<file path="src/rtl/burst_mem_adapter_pkg.sv">
// burst_mem_adapter_pkg: line/beat geometry and adapter state type shared by the memory path
package burst_mem_adapter_pkg;
  localparam int LINE_BITS = 256;
  localparam int BEAT_BITS = 64;
  localparam int BEATS = 4;
  typedef enum logic [2:0] {IDLE, RD_CMD, RD_DATA, WR_DATA, DONE} state_t;
endpackage

</file>
<file path="src/rtl/burst_mem_adapter.sv">
// burst_mem_adapter: 256-bit line requests (umem_*) to 4x64-bit bursts (bmem_*), one umem_resp per line
module burst_mem_adapter
  import burst_mem_adapter_pkg::*;
(
  input  logic                 clk,
  input  logic                 rst,
  input  logic [31:0]          umem_addr,
  input  logic                 umem_read,
  input  logic                 umem_write,
  input  logic [LINE_BITS-1:0] umem_wdata,
  output logic [LINE_BITS-1:0] umem_rdata,
  output logic                 umem_resp,
  output logic [31:0]          bmem_addr,
  output logic                 bmem_read,
  output logic                 bmem_write,
  output logic [BEAT_BITS-1:0] bmem_wdata,
  input  logic                 bmem_ready,
  input  logic [31:0]          bmem_raddr,
  input  logic [BEAT_BITS-1:0] bmem_rdata,
  input  logic                 bmem_rvalid
);
  state_t state, state_n;
  logic [1:0] k;
  logic [31:0] addr;
  logic [LINE_BITS-1:0] wline, rbuf;
  logic hit, adv;
  assign hit = state == RD_DATA && bmem_rvalid && bmem_raddr == addr;
  assign adv = hit || (state == WR_DATA && bmem_ready);
  always_comb begin
    state_n = state;
    case (state)
      IDLE: state_n = umem_write ? WR_DATA : umem_read ? RD_CMD : IDLE;
      RD_CMD: state_n = bmem_ready ? RD_DATA : RD_CMD;
      RD_DATA, WR_DATA: state_n = adv && k == 2'(BEATS - 1) ? DONE : state;
      default: state_n = IDLE;
    endcase
  end
  always_ff @(posedge clk) state <= rst ? IDLE : state_n;
  always_ff @(posedge clk) begin
    if (rst) begin
      k <= 2'd0;
      addr <= '0;
      wline <= '0;
      rbuf <= '0;
      umem_rdata <= '0;
    end else begin
      if (state == IDLE && (umem_read || umem_write)) addr <= umem_addr & 32'hffff_ffe0;
      if (state == IDLE && umem_write) wline <= umem_wdata;
      k <= (state == IDLE || state == RD_CMD) ? 2'd0 : adv ? k + 2'd1 : k;
      if (hit) rbuf[int'(k) * BEAT_BITS +: BEAT_BITS] <= bmem_rdata;
      // publish the line only on the last beat so umem_rdata stays stable during the burst
      if (hit && k == 2'(BEATS - 1)) umem_rdata <= {bmem_rdata, rbuf[LINE_BITS-BEAT_BITS-1:0]};
    end
  end
  assign bmem_read = state == RD_CMD;
  assign bmem_write = state == WR_DATA;
  assign bmem_addr = (bmem_read || bmem_write) ? addr : '0;
  assign bmem_wdata = bmem_write ? wline[int'(k) * BEAT_BITS +: BEAT_BITS] : '0;
  assign umem_resp = state == DONE;
endmodule

</file>
<file path="config.mk">
export PLATFORM = sky130hd
export DESIGN_NAME = burst_mem_adapter
export DESIGN_NICKNAME = d
export VERILOG_FILES = /design/src/rtl/burst_mem_adapter_pkg.sv /design/src/rtl/burst_mem_adapter.sv
export SDC_FILE = /design/constraint.sdc
export NUM_CORES = 2
export LEC_CHECK = 0
export ABC_AREA = 1
export ABC_CLOCK_PERIOD_IN_PS = 3700
export BUFFER_PORTS_ARGS = -buffer_cell sky130_fd_sc_hd__buf_2
export CAP_MARGIN = 10
export CORE_AREA = 2 2 291 293
export DETAILED_ROUTE_END_ITERATION = 12
export DIE_AREA = 0 0 293 295
export GPL_TIMING_DRIVEN = 0
export SYNTH_ARGS = -nofsm -noshare
export SYNTH_HDL_FRONTEND = slang
export SYNTH_SLANG_ARGS = --single-unit
export TNS_END_PERCENT = 20
</file>
<file path="constraint.sdc">
create_clock -name clk -period 3.7 [get_ports clk]
set_input_delay 0.185 -clock clk [delete_from_list [all_inputs] [get_ports clk]]
set_output_delay 0.185 -clock clk [all_outputs]
set_load 0.01 [all_outputs]
</file>
==> results_dict.tcl <==
set metrics [dict create \
    fin_cells 7017 \
    max-cap-violations 0 \
    synth.area.top_cells "dfxtp_1 45%, nand2_1 12%, inv_1 10%, a21oi_1 8.3%, o21ai_0 7.3%" \
    finalSetupViolCount 0 \
    path_max_fanout 10 \
    synth_commonest_cells "1057 x nand2_1, 873 x inv_1, 736 x dfxtp_1, 543 x a21oi_1, 474 x o21ai_0" \
    io_pins 745 \
    fin_setup_tns_ns 0 \
    seq_area_frac_synth_pct 45.2 \
    grt_pass1_wl_um 193000 \
    synth-seq-cells 736 \
    synth_edf_count 0 \
    port_buffers 733 \
    hpwl_um 101000 \
    p_leak_nw 19.2 \
    cts_made_buffers 83 \
    multi_input_area_um2 13000 \
    place_ws_ns -0.393 \
    cts_tree "done" \
    coreArea_um2 83200 \
    die-area_um2 86400 \
    synth_top_area_cell "dfxtp_1" \
    cp_top_family "buffers and inverters" \
    critPathArrivalTime_ns 3.38 \
    fin_crit_sh_pct 96.4 \
    relSlewSlack_pct 17.4 \
    ir_drop_mv 0.318 \
    ys_types 24 \
    clockBufferDepth 3 \
    dpl_cell_area_um2 37600 \
    antenna_left 0 \
    finalCriticalPeriod_ns 3.57 \
    p_per_area_nw_per_um2 434 \
    cp-start-kind "flip-flop" \
    drc 0 \
    design_area_um2 43800 \
    tightest_slew_ns 1.24 \
    synth.top_cell.area_share_pct 45.2 \
    placementRows 106 \
    fin_ws_ns 0.135 \
    first_iter_violations 2216 \
    synthArstFlopShare_pct 0 \
    totalWireLength_um 132000 \
    fmax_mhz 281 \
    hold_viol 0 \
    syn_avg_cell_area_um2 6.93 \
    status "finished, final reports clean" \
    die_w_um 293 \
    wl_per_cell_um 18.9 \
    path_clk_slew_ns 0.06 \
    worst_path_max_delay_cell "clkbuf_1" \
    path_class "reg2out" \
    fin_nets 6257 \
    die_h_um 295 \
    grt_pass1_vias 32600 \
    yosysMostFrequentCell "nand2_1" \
    synth_flop_cell "dfxtp_1" \
    area_growth_pct 34.5 \
    ys_warn_count 0 \
    gp_congestion 0.937 \
    grtUsageTotal_pct 29.5 \
    rsz0062_at_grt "no" \
    vias 33800 \
    cts-root-buf "clkbuf_16" \
    cp-end-kind "output port" \
    clk_latency_ns 0.65 \
    antenna_found_initial 21 \
    clock-sinks 736 \
    grt-ovfl-total 0 \
    finClkSkew_ns 0.0245 \
    synth_cells 4701 \
    required_ns 3.51 \
    grt_max_degree 14 \
    h-tree-depth 3 \
    path_cells "clkbuf_1 > clkbuf_1 > clkbuf_1 > o21ai_0 > a21oi_1 > buf_2" \
    viasPerCell 4.82 \
    path_buf_inv 4 \
    fill_cells 8295 \
    placed_cells 6519 \
    drt-pass1-iter-count 6 \
    hp-class "in2reg" \
    path_common_cell "clkbuf_1" \
    slew_violations 0 \
    regArea_um2 14700 \
    drive_above_1_share_pct 20.1 \
    critPathMaxStageDelay_ns 0.77 \
    start_util_pct 39.2 \
    syn_area_um2 32600 \
]
registers in the layout, summed over array words and instances, names as in the netlist:
name,cells
state,3
k,2
umem_rdata,256
wline,256
rbuf,192
addr,27
where the power goes:
part           leakage [nW]  internal, mW  switching [mW]  total, mW
sequential             5.99          8.31           0.146       8.45
combinational          11.8         0.795            1.29       2.09
clock                  1.36          4.95            3.54       8.49
stage by stage:
step	utilization (%)	power, mW	hold WS (ns)
after floorplan	-	9.60	0.326
after global placement	45.2	10.4	0.426
after detailed placement	45.3	10.4	0.428
after CTS	52.7	19.1	0.00663
after global routing	52.7	19.7	0.0137
final	52.7	19.0	0.0316
placed cells by master, fill, tap and decap left out, types with 8 or more instances in the layout:
cell           count
clkinv_2           8
a21oi_1          543
o21ai_0          474
a21oi_2          220
inv_1            872
nand2_1         1057
diode_2           12
clkbuf_8          19
clkbuf_16         84
clkbuf_1         226
nor2_1           301
buf_1             33
inv_2              8
nand3_1          133
buf_4             24
buf_2            777
dlygate4sd3_1    337
dfxtp_1          736
buf_6             26
worst paths after layout:
check	startpoint	end	slack, ns	cells past startpoint
worst min-delay path	bmem_rdata[1]	umem_rdata[193]	0.03	5
worst min register to register	umem_rdata[38]	umem_rdata[38]	0.44	2
worst max-delay path	k[0]	bmem_wdata[3]	0.13	6
worst max register to register	k[0]	rbuf[58]	0.42	10
cells by family after synthesis:
| kind of cell | after synthesis | synth area share, % |
|---|---|---|
| flip-flops | 736 | 45.2 |
| buffers and inverters | 1212 | 15.0 |
| adder cells (fa/ha/maj) | 5 | 0.192 |
| XOR/XNOR | 5 | 0.134 |
| AND/OR/NAND/NOR | 1499 | 17.8 |
| other | 1 | 0.0115 |
| AO/OA/AOI/OAI | 1243 | 21.6 |
timing repair:
item / in CTS / in global routing
resized for setup: 3 / 4
setup endpoints to repair: 141 / 66
setup buffers: 0 / 2
hold buffers: 337 / 0
cloned: 0 / 0
hold endpoints to repair: 369 / 0
metal layers:
layer	vias to the layer above	wire length (µm)	GRT usage, %
met3	339	9330	6.19
met2	1221	63000	51.2
met4	16	6970	15.0
met5	-	123	0
met1	15500	53000	34.4
li1	16800	-	-
worst reg2reg max path: stages, from the launching register on:
cell        delay (ns)
dfxtp_1           0.36
clkbuf_1          0.39
clkinvlp_4        0.20
clkbuf_1          0.33
ha_1              0.44
nor2_1            0.12
nand2_1           0.35
inv_2             0.34
clkbuf_1          0.43
a21oi_1           0.14
nor2_1            0.12
layout make-up:
class,count,area share (%)
Timing Repair Buffer,1073,16.1
Clock inverter,21,0.725
Inverter,881,7.55
Tap cell,1080,3.08
Multi-Input combinational cell,2757,29.6
Buffer,330,3.59
Clock buffer,127,5.60
Antenna cell,12,0.0685
Sequential cell,736,33.6
(Power assumes the default switching activity.)
